### src/rtl/dma_bus_arbiter_pkg.sv
`default_nettype none
// ============================================================================
// Module  : dma_bus_arbiter_pkg
// Purpose : Shared definitions for the DMA bus arbiter. This includes the
//           arbiter state encodings, the STATE width and the counter
//           defaults. The CPU bus state machine and the LED logic decode
//           STATE from these same definitions.
// Ports   : none (package)
// Rev     : 1.0  initial release
// ============================================================================
package dma_bus_arbiter_pkg;

    localparam int unsigned STATE_W        = 3;
    localparam int unsigned CNT_W_DEF      = 8;
    localparam int unsigned MAX_TENURE_DEF = 16;
    localparam int unsigned HOLDOFF_DEF    = 4;

    typedef enum logic [STATE_W-1:0] {
        ARB_IDLE     = 3'd0,
        ARB_REQ      = 3'd1,
        ARB_WAIT_BUS = 3'd2,
        ARB_OWNED    = 3'd3,
        ARB_RELEASE  = 3'd4,
        ARB_HOLD     = 3'd5
    } arb_state_e;

endpackage : dma_bus_arbiter_pkg
`default_nettype wire

### src/rtl/dma_bus_arbiter_sync2.sv
`default_nettype none
// ============================================================================
// Module  : dma_bus_arbiter_sync2
// Purpose : Two-flop synchronizer for an asynchronous single-bit input.
//           The reset value can be set by parameter.
// Ports   : clk    - system clock, rising edge
//           rst_n  - asynchronous active-low reset
//           d_i    - asynchronous input
//           q_o    - synchronized output (2 clk latency)
// Rev     : 1.0  initial release
// ============================================================================
module dma_bus_arbiter_sync2 #(
    parameter logic RST_VAL = 1'b1
) (
    input  logic clk,
    input  logic rst_n,
    input  logic d_i,
    output logic q_o
);

    logic meta_q;
    logic sync_q;

    always_ff @(posedge clk or negedge rst_n) begin
        if (!rst_n) begin
            meta_q <= RST_VAL;
            sync_q <= RST_VAL;
        end else begin
            meta_q <= d_i;
            sync_q <= meta_q;
        end
    end

    assign q_o = sync_q;

endmodule : dma_bus_arbiter_sync2
`default_nettype wire

### src/rtl/dma_bus_arbiter.sv
`default_nettype none
// ============================================================================
// Module  : dma_bus_arbiter
// Purpose : 68030-style BR/BG/BGACK sequencer for the SDMAC DMA engine.
//           It requests the bus, waits for the previous master to finish,
//           and then lets the CPU bus state machine run cycles (GO).
//           Each tenure is bounded to MAX_TENURE completed cycles. After
//           BGACK is released, a HOLDOFF hold-off gives the host CPU the
//           bus back.
// Ports   : clk            - system clock, rising edge
//           rst_n          - asynchronous active-low reset
//           dmaena_i       - DMA enabled
//           dma_req_i      - engine wants the bus (level)
//           cycle_active_i - DMA bus cycle in progress, never cut
//           cycle_done_i   - one-clock pulse per completed DMA cycle
//           berr_ni        - bus error, async, active low
//           bg_ni          - bus grant, async, active low
//           as_ni          - address strobe on bus, async, active low
//           bgack_ni       - bus grant ack on bus, async, active low
//           br_o           - bus request, active high
//           own_o          - arbiter holds BGACK
//           go_o           - CPU bus state machine may start a cycle
//           tenure_end_o   - one-clock pulse when the tenure terminates
//           state_o        - current state encoding (debug/LEDs)
// Rev     : 1.0  initial release
// ============================================================================
module dma_bus_arbiter
    import dma_bus_arbiter_pkg::*;
#(
    parameter int unsigned MAX_TENURE = MAX_TENURE_DEF,
    parameter int unsigned HOLDOFF    = HOLDOFF_DEF,
    parameter int unsigned CNT_W      = CNT_W_DEF
) (
    input  logic               clk,
    input  logic               rst_n,
    input  logic               dmaena_i,
    input  logic               dma_req_i,
    input  logic               cycle_active_i,
    input  logic               cycle_done_i,
    input  logic               berr_ni,
    input  logic               bg_ni,
    input  logic               as_ni,
    input  logic               bgack_ni,
    output logic               br_o,
    output logic               own_o,
    output logic               go_o,
    output logic               tenure_end_o,
    output logic [STATE_W-1:0] state_o
);

    localparam logic [CNT_W-1:0] c_max_tenure    = CNT_W'(MAX_TENURE);
    localparam logic [CNT_W-1:0] c_last_tenure   = CNT_W'(MAX_TENURE - 1);
    localparam logic [CNT_W-1:0] c_last_holdoff  = CNT_W'(HOLDOFF - 1);
    localparam logic [CNT_W-1:0] c_one           = CNT_W'(1);

    // Synchronized bus pins, bit order: {berr, bgack, as, bg}
    logic [3:0] w_async;
    logic [3:0] w_sync;
    logic       w_bg;
    logic       w_as;
    logic       w_bgack;
    logic       w_berr;

    assign w_async = {berr_ni, bgack_ni, as_ni, bg_ni};

    for (genvar g = 0; g < 4; g++) begin : g_sync
        dma_bus_arbiter_sync2 #(
            .RST_VAL (1'b1)
        ) u_sync2 (
            .clk   (clk),
            .rst_n (rst_n),
            .d_i   (w_async[g]),
            .q_o   (w_sync[g])
        );
    end

    assign w_bg    = w_sync[0];
    assign w_as    = w_sync[1];
    assign w_bgack = w_sync[2];
    assign w_berr  = w_sync[3];

    arb_state_e       state_q, state_d;
    logic [CNT_W-1:0] tenure_q, tenure_d;
    logic [CNT_W-1:0] hold_q, hold_d;
    logic             w_req_ok;
    logic             w_exit;

    assign w_req_ok = dmaena_i & dma_req_i;

    always_ff @(posedge clk or negedge rst_n) begin
        if (!rst_n) begin
            state_q  <= ARB_IDLE;
            tenure_q <= '0;
            hold_q   <= '0;
        end else begin
            state_q  <= state_d;
            tenure_q <= tenure_d;
            hold_q   <= hold_d;
        end
    end

    always_comb begin
        state_d      = state_q;
        tenure_d     = tenure_q;
        hold_d       = hold_q;
        br_o         = 1'b0;
        own_o        = 1'b0;
        go_o         = 1'b0;
        tenure_end_o = 1'b0;
        w_exit       = 1'b0;

        // The tenure count saturates at MAX_TENURE. A cycle that completes
        // after the exit decision (in RELEASE) still counts.
        if ((state_q == ARB_OWNED || state_q == ARB_RELEASE) &&
            cycle_done_i && (tenure_q < c_max_tenure)) begin
            tenure_d = tenure_q + c_one;
        end

        case (state_q)
            ARB_IDLE: begin
                if (w_req_ok) begin
                    state_d = ARB_REQ;
                end
            end

            ARB_REQ: begin
                br_o = 1'b1;
                if (!w_req_ok) begin
                    state_d = ARB_IDLE;
                end else if (!w_bg) begin
                    state_d = ARB_WAIT_BUS;
                end
            end

            ARB_WAIT_BUS: begin
                br_o = 1'b1;
                if (!dmaena_i) begin
                    state_d = ARB_IDLE;
                end else if (w_as && w_bgack) begin
                    state_d  = ARB_OWNED;
                    tenure_d = '0;
                end
            end

            ARB_OWNED: begin
                own_o  = 1'b1;
                // Any exit cause kills GO on the same clock. This stops the
                // CPU state machine from launching one more cycle.
                w_exit = !w_berr || !dmaena_i || !dma_req_i ||
                         (cycle_done_i && (tenure_q == c_last_tenure));
                if (w_exit) begin
                    state_d = ARB_RELEASE;
                end else begin
                    go_o = (tenure_q < c_max_tenure);
                end
            end

            ARB_RELEASE: begin
                own_o = 1'b1;
                // BGACK is held until the in-flight cycle has finished
                if (!cycle_active_i) begin
                    state_d      = ARB_HOLD;
                    tenure_end_o = 1'b1;
                    hold_d       = '0;
                end
            end

            ARB_HOLD: begin
                if (hold_q == c_last_holdoff) begin
                    state_d = ARB_IDLE;
                end else begin
                    hold_d = hold_q + c_one;
                end
            end

            default: begin
                state_d = ARB_IDLE;
            end
        endcase
    end

    assign state_o = state_q;

endmodule : dma_bus_arbiter
`default_nettype wire

### config.mk
export PLATFORM = sky130hd
export DESIGN_NAME = dma_bus_arbiter
export DESIGN_NICKNAME = d
export VERILOG_FILES = /design/src/rtl/dma_bus_arbiter_pkg.sv /design/src/rtl/dma_bus_arbiter_sync2.sv /design/src/rtl/dma_bus_arbiter.sv
export SDC_FILE = /design/constraint.sdc
export NUM_CORES = 1
export LEC_CHECK = 0
export CAP_MARGIN = 10
export CORE_MARGIN = 5
export CORE_UTILIZATION = 28
export DETAILED_ROUTE_END_ITERATION = 10
export PLACE_DENSITY = 0.44
export SLEW_MARGIN = 5
export SYNTH_ARGS = -nofsm -noshare
export SYNTH_HDL_FRONTEND = slang
export SYNTH_SLANG_ARGS = --single-unit
### constraint.sdc
create_clock -name clk -period 3.4 [get_ports clk]
set_input_delay 0.68 -clock clk [delete_from_list [all_inputs] [get_ports clk]]
set_output_delay 0.68 -clock clk [all_outputs]
set_load 0.01 [all_outputs]
# ---- Word-level counts from Yosys, hierarchy flattened
# Index checks and enable logic that the tools add are counted.
dict set report op_classes {
  reduce_logical 17
  n_lt_le_gt_ge 1
  n_eq_ne 14
  n_mux 22
  n_bitwise 1
  addsub 2
}
# cell count
set op_table {}
lappend op_table {{$mux W8} 6}
lappend op_table {{$mux W3} 8}
lappend op_table {{$pmux W3 S6} 1}
lappend op_table {{$add A8 B1 Y8 const B} 2}
lappend op_table {{$pmux W8 S2} 1}
lappend op_table {{$eq A8 B2 Y1 const B} 1}
lappend op_table {{$eq A8 B4 Y1 const B} 1}
lappend op_table {{$lt A8 B5 Y1 const B} 1}
lappend op_table {{$ne A2 B2 Y1 const B} 4}
lappend op_table {{$eq A3 B2 Y1 const B} 2}
lappend op_table {{$eq A3 B3 Y1 const B} 2}
lappend op_table {{$mux W1} 6}
lappend op_table {{$ne A3 B3 Y1 const B} 2}
lappend op_table {{$reduce_and A6 Y1} 1}
lappend op_table {{$logic_and A1 B1 Y1} 4}
lappend op_table {{$logic_or A1 B1 Y1} 4}
lappend op_table {{$reduce_or A2 Y1} 2}
lappend op_table {{$eq A3 B1 Y1 const B} 1}
lappend op_table {{$logic_not A1 Y1} 3}
lappend op_table {{$logic_not A3 Y1} 1}
lappend op_table {{$reduce_and A3 Y1} 1}
lappend op_table {{$ne A2 B1 Y1 const B} 1}
lappend op_table {{$reduce_bool A2 Y1} 1}
lappend op_table {{$and A1 B1 Y1} 1}
dict set report word_totals {
  output_inout_bits 7
  inputBits 10
  elab_cells 68
  regBits 27
}

# ---- Longest topological paths before layout
dict set report logic_depth {
  ltp_word 8
  ltp_mapped 6
  ltp_nobuf 6
}

# ---- Hierarchy
# A second synthesis with hierarchy kept.
dict set report hier_totals {
  cells_unflattened 113
  hier_area_um2 1280.0
}
# module cells_each seq_area_each_um2 area_each_um2 n_inst
set modules_own_cells {}
lappend modules_own_cells {dma_bus_arbiter 105 475.5 1069.8 1}
lappend modules_own_cells {dma_bus_arbiter_sync2 2 52.6 52.6 4}

# ---- Least setup slack after synthesis
# No wires, ideal clock.
dict set report synth_timing {
  kind {input to output}
  startpoint {input port cycle_active_i}
  endpoint {output port tenure_end_o}
  t_required_ns 2.720
  setup_slack_ns 1.364
  stages 2
  t_arrival_ns 1.356
  n_path_buf 0
  path_cell_list {or4b_4 inv_1}
}
dict set report synth_via {
  elab_chain_cells 2
}
# element line
set synth_lines {}
lappend synth_lines {{start, declared} dma_bus_arbiter.sv:38} ;# input logic cycle_active_i,
lappend synth_lines {{$mux W1} dma_bus_arbiter.sv:161} ;# if (!cycle_active_i) begin
lappend synth_lines {{$mux W1} dma_bus_arbiter.sv:119} ;# case (state_q)
lappend synth_lines {{end, declared} dma_bus_arbiter.sv:47} ;# output logic tenure_end_o,
# No other way between the ends.

# ---- Worst setup path after layout
# Ends and elaborated chain as after synthesis.

==> impl_metrics.py <==
metrics = {
    "run": {
        "cap_violations": 0,
    },
    "clock_tree": {
        "root_buffer": "clkbuf_8",
        "clock_latency_ns": 0.27,
        "cts_tree": "done",
        "post_cts_buffers": 0,
        "cts.sinks": 27,
        "cts_resized": 0,
        "clk_pin_slew_ns": 0.08,
        "ctsHoldBuffers": 0,
        "cts-buffers-inserted": 3,
        "ctsLongestPathBuffers": 2,
        "h-tree-depth": 1,
    },
    "cells_and_area": {
        "area_growth_pct": 22.36,
        "fin_nets": 148,
        "final_area_um2": 1534,
        "final_cell_mix": "dfrtp_1, clkdlybuf4s50_1, nor2_1",
        "drive_above_1_share": 0.1481,
        "final_common_cell": "dfrtp_1",
        "antennaDiodeCount": 0,
    },
    "grt": {
        "grt_max_degree": 22,
        "grt_pass1_vias": 894,
        "grt_usage": 0.08766,
        "antenna_found_initial": 0,
        "grt_pass1_wl_um": 4209,
        "grt_overflow": 0,
    },
    "detailed_routing": {
        "wl_per_cell_um": 12.98,
        "vias": 894,
        "drt_pass1_iterations": 4,
        "drt-initial-drc-count": 40,
        "drt-total-wl_um": 2427,
        "drc": 0,
        "drtAntennaViolNets": 0,
        "routed_via_density": 4.781,
    },
    "place": {
        "port_buffers": 16,
        "place_ws_ns": 0.3135,
        "dpl_cell_area_um2": 1489,
        "gp_congestion": 0.7487,
        "dp_hpwl_um": 1806,
    },
    "worst_setup_path": {
        "path_cells": "clkdlybuf4s50_1 -> or4b_4 -> inv_1 -> clkdlybuf4s50_1",
        "critPathTopFamily": "buffers and inverters",
        "slowest_stage": "clkdlybuf4s50_1",
        "path_buf_inv": 3,
        "cp.arrival_ns": 2.40,
        "cp_max_fo": 7,
        "slowest_delay_ns": 0.58,
        "worst_setup_path_start_kind": "input port",
        "cp-end-kind": "output pin",
        "crit_type": "input port to output pin",
        "crit_path_frequent_cell": "clkdlybuf4s50_1",
        "required_ns": 2.72,
    },
    "floorplanning": {
        "ioPinCount": 17,
        "dieWidth_um": 76.92,
        "dieArea_um2": 5916,
        "core_um2": 4354,
        "start_util": 0.2879,
        "die_h_um": 76.92,
        "rows": 24,
    },
    "sta": {
        "setup_ws_ns": 0.3207,
        "rsz0062_at_grt": "no",
        "hold_viol_final": 0,
        "clock.fmax_mhz": 324.7,
        "setup_violations": 0,
        "fin_crit_sh": 0.9057,
        "drv_slew": 0,
        "finClkSkew_ns": 0.008284,
        "fin_crit_ns": 3.079,
        "hold_slack_ns": 0.3602,
        "relSlewSlack": 0.3584,
        "tightest_slew_ns": 0.9595,
        "tns_ns": 0,
    },
    "synth": {
        "synth_top_area_cell": "dfrtp_1",
        "ys_seq_elements": 27,
        "yosysSeqAreaShare": 0.5469,
        "syn_inst": 114,
        "yosys-top-cells-area": "dfrtp_1, dfstp_2, xor2_1, nand3_1, nor2_1",
        "synth_area_um2": 1254,
        "syn-num-nets": 126,
        "syn_area_per_cell_um2": 11.00,
        "ys_types": 33,
        "synth_top_area_share": 0.3792,
        "synth_warnings": 0,
    },
    "pwr": {
        "ir_drop_mv": 0.2159,
        "power.density_nw_per_um2": 672.7,
        "power_leakage_nw": 0.6495,
    },
    "status": {
        "status": "finished clean",
    },
    "hold_path": {
        "hold_path.class": "flop to flop",
    },
}
==> synthesized netlist by cell type <==
| cell | number |
|---|---|
| xor2_1 | 6 |
| nor2_1 | 13 |
| o2bb2ai_1 | 1 |
| a21boi_0 | 1 |
| mux2i_1 | 2 |
| nor4_2 | 1 |
| ha_1 | 2 |
| nand3b_1 | 1 |
| buf_2 | 1 |
| mux2_1 | 1 |
| and3_1 | 3 |
| nand2b_2 | 1 |
| nor2b_1 | 5 |
| inv_1 | 3 |
| a21oi_1 | 6 |
| nand4_1 | 3 |
| o21ai_0 | 3 |
| or3_1 | 2 |
| nand2_1 | 8 |
| or4b_4 | 1 |
| nor4b_1 | 1 |
| dfrtp_1 | 19 |
| a32oi_1 | 1 |
| nand3_1 | 10 |
| a21oi_2 | 1 |
| nand3_2 | 1 |
| nand2b_1 | 2 |
| dfstp_2 | 8 |
| xnor2_1 | 2 |
| nor3_1 | 2 |
| o311ai_0 | 1 |
| mux2i_4 | 1 |
| nor4_4 | 1 |
==> layer usage <==
layer / global-route usage / wire length (µm)
met1: 0.1204 / 1196
met3: 0.02342 / 123
met5: 0 / 0
met2: 0.1290 / 1072
met4: 0.03671 / 34
==> worst paths after layout <==
check	depth (start not counted)	start	slack, ns	to
setup reg to reg	6	hold_q[0]$_DFFE_PN0P_	1.48	state_o[2]$_DFFE_PN0P_
min in group asynchronous	1	rst_n	0.93	hold_q[2]$_DFFE_PN0P_
setup / recovery	4	cycle_active_i	0.32	tenure_end_o
hold / removal	0	g_sync[1].u_sync2.meta_q$_DFF_PN1_	0.36	g_sync[1].u_sync2.q_o$_DFF_PN1_
max in group asynchronous	2	rst_n	1.75	g_sync[1].u_sync2.q_o$_DFF_PN1_
hold reg to reg	0	g_sync[1].u_sync2.meta_q$_DFF_PN1_	0.36	g_sync[1].u_sync2.q_o$_DFF_PN1_
==> flip-flops by register name (all words and copies together), names as in the netlist <==
name and cells:
hold_q 8, tenure_q 8, g_sync.u_sync2.meta_q 4, g_sync.u_sync2.q_o 4
state_o 3
==> kinds of logic (layout without fill, tap and decap cells) <==
kind of cell	after synthesis	count (layout)	synth area share
AND/OR/NAND/NOR	55	55	0.2515
flip-flops	27	27	0.5469
AO/OA/AOI/OAI	14	14	0.06987
XOR/XNOR	8	8	0.05589
multiplexers	4	4	0.04291
buffers and inverters	4	25	0.01297
adder cells (fa/ha/maj)	2	2	0.01996
==> stage by stage <==
stage / cells / total power [mW] / utilization
finish: 187 / 1.032 / 0.3523
CTS: 187 / 1.050 / 0.3523
floorplan: 114 / 0.7166 / -
detailed placement: 183 / 0.8623 / 0.3420
global route: 187 / 1.122 / 0.3523
global placement: 183 / 0.8587 / 0.3420
==> cell type report <==
type,count,area (µm²)
clock buffer,4,45.04
fill,428,2820
inverter,3,11.26
multi-input combinational,83,551.8
sequential,27,685.7
tap,52,65.06
timing repair buffer,18,175.2
==> power breakdown <==
group          internal (mW)  switching [mW]  leakage [nW]
combinational          0.181           0.157         0.293
sequential             0.399           0.117         0.334
clock                 0.0838          0.0948        0.0228
total                  0.663           0.369         0.650
Power figures use the tool's default switching activity.
